`config.mk`:
```
export PLATFORM = sky130hd
export DESIGN_NAME = vcfg_stripmine
export DESIGN_NICKNAME = d
export VERILOG_FILES = /design/src/rtl/vcfg_stripmine.sv
export SDC_FILE = /design/constraint.sdc
export NUM_CORES = 1
export LEC_CHECK = 0
export BUFFER_PORTS_ARGS = -buffer_cell sky130_fd_sc_hd__buf_2
export CORE_MARGIN = 5
export CORE_UTILIZATION = 40
export CTS_BUF_LIST = sky130_fd_sc_hd__clkbuf_8
export CTS_CLUSTER_SIZE = 28
export DETAILED_ROUTE_END_ITERATION = 10
export SYNTH_ARGS = -nofsm -noshare
export SYNTH_HDL_FRONTEND = slang
export SYNTH_SLANG_ARGS = --single-unit
```
`constraint.sdc`:
```
create_clock -name clk -period 4.4 [get_ports clk]
set_input_delay 0.22 -clock clk [delete_from_list [all_inputs] [get_ports clk]]
set_output_delay 0.22 -clock clk [all_outputs]
set_load 0.005 [all_outputs]
```
`src/rtl/vcfg_stripmine.sv`:
```
// Vector configuration unit with strip-mining sequencer: it accepts a SEW/LMUL/AVL
// configuration and then issues successive strips of at most VLMAX elements.
module vcfg_stripmine #(
    parameter int VLEN  = 128,
    parameter int ELEN  = 64,
    parameter int AVL_W = 8
) (
    input  logic             clk,
    input  logic             rst,
    input  logic             cfg_valid,
    output logic             cfg_ready,
    input  logic [2:0]       cfg_sew,
    input  logic [2:0]       cfg_lmul,
    input  logic [AVL_W-1:0] cfg_avl,
    input  logic             strip_next,
    input  logic             abort,
    output logic [AVL_W-1:0] vl,
    output logic [6:0]       vtype,
    output logic             vill,
    output logic [AVL_W-1:0] avl_rem,
    output logic [AVL_W-1:0] strip_cnt,
    output logic             strip_last,
    output logic             done
);

    typedef enum logic {IDLE, ACTIVE} state_t;

    state_t           state_q, state_d;
    logic [AVL_W-1:0] vl_q, vl_d;
    logic [6:0]       vtype_q, vtype_d;
    logic             vill_q, vill_d;
    logic [AVL_W-1:0] avl_rem_q, avl_rem_d;
    logic [AVL_W-1:0] strip_cnt_q, strip_cnt_d;
    logic             done_q, done_d;
    logic [AVL_W-1:0] vlmax_q, vlmax_d;

    logic [31:0]      sew_bits;
    logic             cfg_legal;
    logic [AVL_W-1:0] cfg_vlmax;
    logic [AVL_W-1:0] cfg_first;
    logic [AVL_W-1:0] rem_step;

    // Decode of the incoming request; only meaningful while IDLE.
    always_comb begin
        sew_bits  = 32'd8 << cfg_sew[1:0];
        cfg_legal = !cfg_lmul[2] && !cfg_sew[2] && (sew_bits <= 32'(ELEN));
        cfg_vlmax = AVL_W'((32'(VLEN) >> (32'd3 + 32'(cfg_sew[1:0]))) << cfg_lmul[1:0]);
        cfg_first = (cfg_avl < cfg_vlmax) ? cfg_avl : cfg_vlmax;
        rem_step  = (avl_rem_q < vlmax_q) ? avl_rem_q : vlmax_q;
    end

    always_ff @(posedge clk or posedge rst) begin
        if (rst) begin
            state_q     <= IDLE;
            vl_q        <= '0;
            vtype_q     <= '0;
            vill_q      <= 1'b0;
            avl_rem_q   <= '0;
            strip_cnt_q <= '0;
            done_q      <= 1'b0;
            vlmax_q     <= '0;
        end else begin
            state_q     <= state_d;
            vl_q        <= vl_d;
            vtype_q     <= vtype_d;
            vill_q      <= vill_d;
            avl_rem_q   <= avl_rem_d;
            strip_cnt_q <= strip_cnt_d;
            done_q      <= done_d;
            vlmax_q     <= vlmax_d;
        end
    end

    always_comb begin
        state_d = state_q;
        case (state_q)
            IDLE:    if (cfg_valid && cfg_legal && (cfg_avl != '0)) state_d = ACTIVE;
            ACTIVE:  if (abort || (strip_next && (avl_rem_q == '0))) state_d = IDLE;
            default: state_d = IDLE;
        endcase
    end

    always_comb begin
        vl_d        = vl_q;
        vtype_d     = vtype_q;
        vill_d      = vill_q;
        avl_rem_d   = avl_rem_q;
        strip_cnt_d = strip_cnt_q;
        vlmax_d     = vlmax_q;
        done_d      = 1'b0;
        case (state_q)
            IDLE: begin
                if (cfg_valid) begin
                    if (!cfg_legal) begin
                        vill_d      = 1'b1;
                        vtype_d     = '0;
                        vl_d        = '0;
                        avl_rem_d   = '0;
                        strip_cnt_d = '0;
                        done_d      = 1'b1;
                    end else begin
                        vill_d  = 1'b0;
                        vtype_d = {1'b1, cfg_sew, cfg_lmul};
                        vlmax_d = cfg_vlmax;
                        if (cfg_avl == '0) begin
                            vl_d        = '0;
                            avl_rem_d   = '0;
                            strip_cnt_d = '0;
                            done_d      = 1'b1;
                        end else begin
                            vl_d        = cfg_first;
                            avl_rem_d   = cfg_avl - cfg_first;
                            strip_cnt_d = AVL_W'(1);
                        end
                    end
                end
            end
            ACTIVE: begin
                // Abort wins over a simultaneous strip_next and never pulses done.
                if (abort) begin
                    vl_d      = '0;
                    avl_rem_d = '0;
                end else if (strip_next) begin
                    if (avl_rem_q == '0) begin
                        done_d = 1'b1;
                    end else begin
                        vl_d        = rem_step;
                        avl_rem_d   = avl_rem_q - rem_step;
                        strip_cnt_d = strip_cnt_q + AVL_W'(1);
                    end
                end
            end
            default: ;
        endcase
    end

    always_comb begin
        cfg_ready  = (state_q == IDLE);
        strip_last = (state_q == ACTIVE) && (avl_rem_q == '0);
        vl         = vl_q;
        vtype      = vtype_q;
        vill       = vill_q;
        avl_rem    = avl_rem_q;
        strip_cnt  = strip_cnt_q;
        done       = done_q;
    end

endmodule

```
**After elaboration in Yosys (flattened, before gate mapping)**

Cells that the tools add are included.

- Add/sub/neg operators: 4
- Multipliers: 0
- Div/mod/pow operators: 0
- Magnitude comparators: 3
- Eq/ne operators: 6
- Shift-type cells: 3
- Mux-type cells: 35
- Bitwise gates (word level): 1
- Reduce and logical (&&, ||, !) cells: 16

Operators by type and width:

| cell | count |
|---|---|
| 2-to-1 mux 8 bit | 18 |
| one-hot mux 8 bit (2 select lines) | 3 |
| <= comparator 32 x 7 -> 1 bit, second input constant | 1 |
| << shifter 32 x 2 -> 8 bit | 1 |
| << shifter 4 x 2 -> 32 bit, first input constant | 1 |
| right shift 8 x 3 -> 32 bit, first input constant | 1 |
| zero test 8 bit | 2 |
| less-than comparator 8 bit | 2 |
| subtractor 8 bit | 2 |
| 2-to-1 mux 1 bit | 11 |
| adder 8 x 1 -> 8 bit, second input constant | 1 |
| inequality test 2 bit, second input constant | 4 |
| nonzero test 8 bit | 1 |
| 2-to-1 mux 7 bit | 1 |
| logical AND 1 bit | 6 |
| inequality test 3 bit, second input constant | 2 |
| AND reduction 3 bit | 2 |
| one-hot mux 1 bit (2 select lines) | 2 |
| AND reduction 4 bit | 1 |
| adder 2 x 2 -> 3 bit, first input constant | 1 |
| zero test 1 bit | 2 |
| AND reduction 2 bit | 1 |
| logical OR 1 bit | 1 |
| NOT 1 bit | 1 |

- Register bits after elaboration: 42
- Latch bits: 0
- RAM bits: 0
- Memory bits (read-only): 0
- Word-level logic and storage cells: 76
- Memories: 0

**Depth between registers and ports, before layout**

Gate-level depths: netlist of the first run.

- Word-level depth: 10
- Gate-level depth with buffers: 19
- Mapped depth without buffers: 18

**Worst setup path before layout of the first run**

No wires, ideal clock.

- Kind: input to register
- From: input cfg_sew[0]
- To: register avl_rem_q[6] (netlist: avl_rem[6])
- Library setup time: 95 ps
- Data arrival time: 3487 ps
- Slack: 818 ps
- Cell stages on the path: 19
- Path buffers: 2
- Path through: buf_4 and2b_2 nand2_1 ha_1 o211ai_1 a21oi_1 a221o_1 a41o_1 buf_6 a21oi_2 inv_1 fa_1 nor2b_1 o21ai_0 a21oi_1 o21ai_0 a2111oi_0 a211oi_1 o31ai_1

- Word-level cells in the longest chain between the ends: 10

Ends and longest elaborated chain:

| what | line | text |
|---|---|---|
| from (decl) | 12 | `input logic [2:0] cfg_sew,` |
| adder 2 x 2 -> 3 bit | 47 | `cfg_vlmax = AVL_W'((32'(VLEN) >> (32'd3 + 32'(cfg_sew[1:0]))) << cfg_lmul[1:0]);` |
| right shift 8 x 3 -> 32 bit | 47 |  |
| << shifter 32 x 2 -> 8 bit | 47 |  |
| less-than comparator 8 bit | 48 | `cfg_first = (cfg_avl < cfg_vlmax) ? cfg_avl : cfg_vlmax;` |
| 2-to-1 mux 8 bit | 48 |  |
| subtractor 8 bit | 112 | `avl_rem_d = cfg_avl - cfg_first;` |
| 2-to-1 mux 8 bit | 105 | `if (cfg_avl == '0) begin` |
| 2-to-1 mux 8 bit (*) | 94 | `if (!cfg_legal) begin` |
| 2-to-1 mux 8 bit (*) | 93 | `if (cfg_valid) begin` |
| one-hot mux 8 bit (2 select lines) (*) | 91 | `case (state_q)` |
| to (signal assigned) | 67 | `avl_rem_q <= avl_rem_d;` |
| to (decl) | 32 | `logic [AVL_W-1:0] avl_rem_q, avl_rem_d;` |

Every way passes the cells marked *; elsewhere a longest branch is shown, timed or not. The select of a mux whose other input is x is not followed.
A chain may end at the register's enable or synchronous reset.

**Worst setup path after layout of the first run**

Same ends and word-level chain as after synthesis.

==> results of run 1 <==
[worst paths after layout]
check	start	to	slack, ns	depth (start not counted)
min	rst	vtype[6]	0.05	3
min in group clk	cfg_avl[0]	avl_rem[0]	0.17	3
max in group asynchronous	rst	avl_rem[6]	3.96	3
max reg2reg	avl_rem[5]	avl_rem[7]	0.71	13
min reg2reg	vtype[6]	vtype[6]	0.49	2
max	cfg_sew[0]	avl_rem[6]	0.70	18
[logic make-up (layout without fill, tap and decap cells)]
group	after synthesis	after routing
compound gates	85	85
xor+xnor	19	19
fa+ha+maj	25	25
buf+inv	32	85
flops	41	41
mux	10	10
other cells	1	2
simple gates	110	110
[registers in the layout, summed over array words and instances, names as in the netlist]
register   flops
avl_rem        8
state_q        1
done           1
vlmax_q        7
vill           1
vl             8
vtype          7
strip_cnt      8
[power by group]
group	internal, uW	switching [uW]
clock network	145	137
logic	378	446
registers	421	61.4
[worst max-delay path, stage by stage]
cell and delay (ns):
buf_2 0.14, xnor2_1 0.24, nand2_1 0.13, ha_1 0.30, o211ai_1 0.10, a21oi_1 0.07, a221o_1 0.35, a41o_1 0.40
a21oi_2 0.26, inv_1 0.08, fa_1 0.43, nor2b_1 0.12, o21ai_0 0.10, a21oi_1 0.20, o21ai_0 0.12, a2111oi_0 0.43
a211oi_1 0.10, o31ai_1 0.11
[per-layer routing]
layer | GRT usage, % | wire, um | vias up
met5 | 0 | 0 | -
met4 | 4.33 | 75 | 0
met3 | 3.08 | 370 | 7
met2 | 28.0 | 3460 | 48
met1 | 24.6 | 3570 | 1176
li1 | - | - | 1260
[layout by cell type (no fill, tap or decap), drive strengths merged, types with 6 or more instances in the layout]
master,Yosys,routed
buf,6,55
nand2,43,43
dfrtp,41,41
o21ai,30,30
nor2,23,23
inv,22,23
ha,22,22
a21oi,13,13
xnor2,11,11
mux2i,9,9
nor2b,8,8
xor2,8,8
nand3,7,7
clkbuf,4,7
a22oi,6,6
[area by class of cell]
| class | count | area [um^2] | share of cell area [%] |
|---|---|---|---|
| clock buffers | 7 | 96.3 | 2.86 |
| clock inverters | 1 | 8.76 | 0.260 |
| inverters | 22 | 82.6 | 2.45 |
| multi-input cells | 251 | 1750 | 52.0 |
| flip-flops and latches | 41 | 1030 | 30.4 |
| well taps | 99 | 124 | 3.68 |
| repair buffers | 55 | 280 | 8.32 |
[per-stage QoR]
stage	instance area [um^2]	power [uW]	instances	util, %	hold slack, ns
after floorplan	2920	1110	324	-	0.349
after global placement	3260	1300	468	45.5	0.391
after detailed placement	3260	1310	468	45.5	0.394
after CTS	3370	1600	476	47.0	0.0676
after global routing	3370	1730	476	47.0	0.100
final	3370	1590	476	47.0	0.0462
==> results.json, run 1 <==
{
  "fin_nets": 419,
  "drt-vias-per-instance": 5.23,
  "synth_top_cell_by_area": "dfrtp_1",
  "slew_violations": 0,
  "dr.pass1.iters": 4,
  "grt_pass1_wl_um": 12200,
  "ys_top_cells_by_count": "nand2_1, dfrtp_1, nor2_1, ha_1, o21ai_0",
  "yosys-top-cells-area": "dfrtp_1, ha_1, nand2_1",
  "hp-class": "input pin to async pin",
  "cts_tree": "done",
  "area_growth_pct": 15.7,
  "grt_max_degree": 42,
  "grt_antenna_before_repair": 0,
  "core_um2": 7180,
  "synth_top_cell_area_share_pct": 35.2,
  "muxShareOfSynthArea_pct": 3.74,
  "clk_pin_slew_ns": 0.08,
  "min_period_over_period_pct": 84.2,
  "syn_avg_cell_area_um2": 9.02,
  "synth_adder_area_share_pct": 11.2,
  "ys_types": 65,
  "drive_gt1_share_pct": 21.8,
  "ios": 54,
  "crit_arrival_ns": 3.91,
  "clk_latency_ns": 0.30,
  "dpl_worst_slack_ns": 0.379,
  "port_buffers": 53,
  "final.min_clock_period_ns": 3.70,
  "post_drt_wl_per_cell_um": 15.7,
  "hold_violations": 0,
  "synth_simple_gate_area_share_pct": 18.9,
  "clockBufferDepth": 2,
  "setup_slack_ns": 0.696,
  "power.density_nw_per_um2": 472,
  "cts_buffers": 5,
  "place.gp.congestion": 0.875,
  "path_max_fanout": 12,
  "cts-root-buf": "clkbuf_8",
  "syn_area_um2": 2910,
  "fp.dieW_um": 95.3,
  "drv_cap": 0,
  "startpoint_type": "input pin",
  "clock_skew_ns": 0.00783,
  "grt_pass1_vias": 2372,
  "drt_iter0_markers": 91,
  "hpwl_um": 5920,
  "holdBufCountCts": 0,
  "grt_overflow_total": 0,
  "nFillCells": 705,
  "synth-edff-count": 0,
  "slew_headroom_pct": 23.7,
  "crit_type": "input pin to flop",
  "ys_ff_latch": 41,
  "yosysWarnings": 0,
  "max_slew.worst_pin.slew_ns": 1.14,
  "yosysMostFrequentCell": "nand2_1",
  "rows": 31,
  "final_antenna_net_count": 0,
  "irDropWorstVdd_mv": 0.164,
  "initial_utilization_pct": 40.6,
  "outcome": "finished, final reports clean",
  "drc": 0,
  "setup_viol": 0,
  "ctsResizeCount": 0,
  "clkSinkCount": 41,
  "max_freq_mhz": 270,
  "dieArea_um2": 9090,
  "finalSetupTns_ns": 0,
  "synthFlopType": "dfrtp_1",
  "required_ns": 4.60,
  "antenna_cells": 0,
  "cts_setup_buffers": 0,
  "synth_cells": 323,
  "cts_max_level": 2,
  "synth.yosys.seq_area_share_pct": 35.2,
  "grtUsageTotal_pct": 17.5,
  "die-height_um": 95.3,
  "p_leak_uw": 0.00167,
  "num_vias": 2491,
  "synth_xor_area_share_pct": 5.97,
  "end_kind": "flop",
  "wl_um": 7480,
  "synth_top_family_by_area": "compound AO/OA/AOI/OAI gates",
  "synth_async_sr_flop_share_pct": 100,
  "synth_compound_area_share_pct": 20.1,
  "rsz0062_at_grt": "false"
}
Note: power is estimated with default switching activity, not from simulation.
==> inputs of run 2 (changes only) <==
--- a/config.mk
+++ b/config.mk
@@ -5,6 +5,7 @@
 export SDC_FILE = /design/constraint.sdc
 export NUM_CORES = 1
 export LEC_CHECK = 0
+export ABC_AREA = 1
 export BUFFER_PORTS_ARGS = -buffer_cell sky130_fd_sc_hd__buf_2
 export CORE_MARGIN = 5
 export CORE_UTILIZATION = 40
==> constraint.sdc (replaced) <==
create_clock -name clk -period 3 [get_ports clk]
set_input_delay 0.15 -clock clk [delete_from_list [all_inputs] [get_ports clk]]
set_output_delay 0.15 -clock clk [all_outputs]
set_load 0.005 [all_outputs]
==> run 2 against run 1 <==
Against the previous run:
- global-route usage increased by 1.1 points
- routed wire length increased by 16%
- register-to-register slack got worse by 0.61 ns
- power increased by 82%
- hold slack improved by 0.12 ns
- non-clock buffer count increased by 56
- sequential share of layout area decreased by 4.8 points
- sequential power increased by 43%
- flip-flop and latch count unchanged
- core utilization increased by 8.5 points
- clock skew increased by 0.0058 ns
- first-iteration DRC count increased by 120%
- critical endpoint is now avl_rem[5]
- largest power group unchanged
==> results.json, run 2 <==
{
  "cts-root-buf": "clkbuf_8",
  "cts_buffers": 5,
  "ios": 54,
  "min-delay-start": "strip_next",
  "synth-edff-count": 0,
  "rr_endpoint": "avl_rem[5]",
  "path_max_fanout": 6,
  "clk_latency_ns": 0.31,
  "p_int_uw": 1680,
  "hp-class": "input pin to flop",
  "swShare_pct": 42.0,
  "ys_types": 38,
  "syn_area_um2": 2950,
  "irDropWorstVdd_mv": 0.291,
  "regArea_um2": 1030,
  "r2r-start": "vlmax_q[3]",
  "hold-path-endpoint": "done",
  "required_ns": 3.23,
  "end_kind": "flop",
  "clock_skew_ns": 0.0137,
  "grt_max_degree": 42,
  "synthFlopType": "dfrtp_1",
  "synth_top_cell_by_area": "dfrtp_1",
  "antenna_cells": 0,
  "final_antenna_net_count": 0,
  "outcome": "finished, final reports clean",
  "hpwl_um": 6420,
  "core_um2": 7210,
  "drc": 0,
  "synth_cells": 415,
  "dieArea_um2": 9200,
  "nFillCells": 728,
  "hold_violations": 0,
  "dpl_worst_slack_ns": -0.190,
  "worstRegToRegCells": 20,
  "p_leak_uw": 0.00208,
  "cp-startpoint": "vlmax_q[3]",
  "num_vias": 3119,
  "fin_hold_ws_ns": 0.163,
  "synth_simple_gate_area_share_pct": 27.3,
  "max_freq_mhz": 345,
  "holdPathStages": 3,
  "dr.pass1.iters": 5,
  "syn_avg_cell_area_um2": 7.12,
  "fin_nets": 570,
  "rsz0062_at_grt": "true",
  "cts_tree": "done",
  "synth_async_sr_flop_share_pct": 100,
  "power.density_nw_per_um2": 723,
  "wl_um": 8670,
  "max_slew.worst_pin.slew_ns": 0.556,
  "synth_top_cell_area_share_pct": 34.7,
  "final_common_cell": "nand2_1",
  "muxShareOfSynthArea_pct": 0,
  "grt_antenna_before_repair": 0,
  "startpoint_type": "flop",
  "final.min_clock_period_ns": 2.90,
  "crit_arrival_ns": 3.13,
  "drt_iter0_markers": 196,
  "clockBufferDepth": 2,
  "layout_common_cells": "nand2_1, buf_4, buf_2, inv_1, dfrtp_1",
  "ys_top_cells_by_count": "nand2_1, inv_1, dfrtp_1, nor2_1, o21ai_0",
  "slew_violations": 0,
  "synth_top_family_by_area": "simple AND/OR/NAND/NOR gates",
  "rows": 31,
  "p_seq_share_pct": 23.8,
  "p_clk_share_pct": 13.2,
  "setup_viol": 0,
  "setup_slack_ns": 0.101,
  "multi_input_area_um2": 1800,
  "min_period_over_period_pct": 96.6,
  "synth_compound_area_share_pct": 17.9,
  "crit_type": "flop to flop",
  "cts_max_level": 2,
  "grt_pass1_wl_um": 13300,
  "yosysMostFrequentCell": "nand2_1",
  "drive_gt1_share_pct": 31.4,
  "grt_pass1_vias": 2791,
  "post_drt_wl_per_cell_um": 13.8,
  "synth_xor_area_share_pct": 0,
  "slew_headroom_pct": 62.9,
  "drt-vias-per-instance": 4.97,
  "drv_cap": 0,
  "initial_utilization_pct": 40.9,
  "fp.dieW_um": 95.9,
  "area_growth_pct": 35.5,
  "ys_ff_latch": 41,
  "synth.yosys.seq_area_share_pct": 34.7,
  "place.gp.congestion": 0.835,
  "grt_overflow_total": 0,
  "grtUsageTotal_pct": 18.7,
  "yosysWarnings": 0,
  "port_buffers": 53,
  "pwr-share-comb_pct": 63.0,
  "clk_pin_slew_ns": 0.09,
  "clkSinkCount": 41,
  "reg2reg_slack_ns": 0.10,
  "p_sw_uw": 1220,
  "p_total_uw": 2900,
  "die-height_um": 95.9,
  "synth_adder_area_share_pct": 10.7,
  "yosys-top-cells-area": "dfrtp_1, nand2_1, ha_1"
}
## run 2: cell types whose count changed in the layout (fill, tap and decap cells not counted), moves of 7 or more
| cell | previous run | this run |
|---|---|---|
| a21oi_1 | 11 | 21 |
| buf_4 | 2 | 54 |
| ha_1 | 22 | 15 |
| ha_4 | 0 | 7 |
| inv_1 | 21 | 50 |
| inv_2 | 1 | 11 |
| mux2i_1 | 7 | 0 |
| nand2_1 | 42 | 103 |
| nand3_1 | 7 | 28 |
| nor2_1 | 23 | 33 |
| nor2b_1 | 8 | 0 |
| xnor2_1 | 10 | 0 |
| xor2_1 | 8 | 0 |
## run 2: worst max-delay path by stage
stage                       endpoint  cells past startpoint
after floorplan           avl_rem[6]                     17
after global placement    avl_rem[6]                     23
after detailed placement  avl_rem[6]                     23
after CTS                 avl_rem[5]                     20
after global routing      avl_rem[5]                     21
final                     avl_rem[5]                     20
## run 2: cells by family after synthesis
group,after synthesis
AOI/OAI and AO/OA,91
adders and majority gates,24
buffers and inverters,70
DFF,41
other,1
and+or+nand+nor,188
## run 2: layout make-up
cell class	count	area share (%)
well taps	99	3.09
flip-flops and latches	41	25.6
repair buffers	111	18.2
multi-input cells	305	44.9
clock inverters	3	0.531
clock buffers	5	1.72
inverters	63	5.91
## run 2: per-layer routing
metal / vias up / global-route usage, % / share of wire, %
li1: 1588 / - / -
met1: 1438 / 25.9 / 47
met2: 83 / 29.6 / 46
met3: 10 / 2.74 / 5.1
met4: 0 / 6.40 / 1.5
met5: - / 0 / 0
## run 2: power groups by stage
stage / Sequential (uW) / Clock, uW / Combinational (uW)
CTS: 680 / 395 / 1290
finish: 688 / 382 / 1830
floorplan: 704 / 0 / 798
global placement: 690 / 0 / 1270
detailed placement: 691 / 0 / 1290
global route: 698 / 412 / 2020
## run 2: timing repair
item                       CTS  global route
hold buffers                 1             0
hold endpoints to repair    41             0
setup buffers                0            14
setup endpoints to repair    0             5
resized for setup            0            36
## run 2: worst max-delay path: stages, from the launching register on
cell and delay (ns):
dfrtp_1 0.40, inv_2 0.08, ha_4 0.20, a21oi_1 0.14
nand2_1 0.11, nand4_1 0.10, o211ai_1 0.13, clkbuf_16 0.20
a21oi_2 0.14, inv_2 0.07, ha_4 0.24, buf_6 0.12
a21oi_2 0.11, nand2_1 0.08, nand2_1 0.06, inv_1 0.05
nor2_1 0.12, o21bai_1 0.11, a21oi_1 0.14, o21ai_1 0.08
a31oi_1 0.15
## run 2: per-stage QoR
stage               TNS, ns  util (%)  instance area (um^2)  cells
detailed placement   -0.396      50.4                  3640    603
finish                    0      55.5                  4000    627
CTS                       0      51.8                  3740    612
floorplan                 0         -                  2960    416
global placement     -0.373      50.4                  3640    603
global route         -0.321      55.5                  4000    627
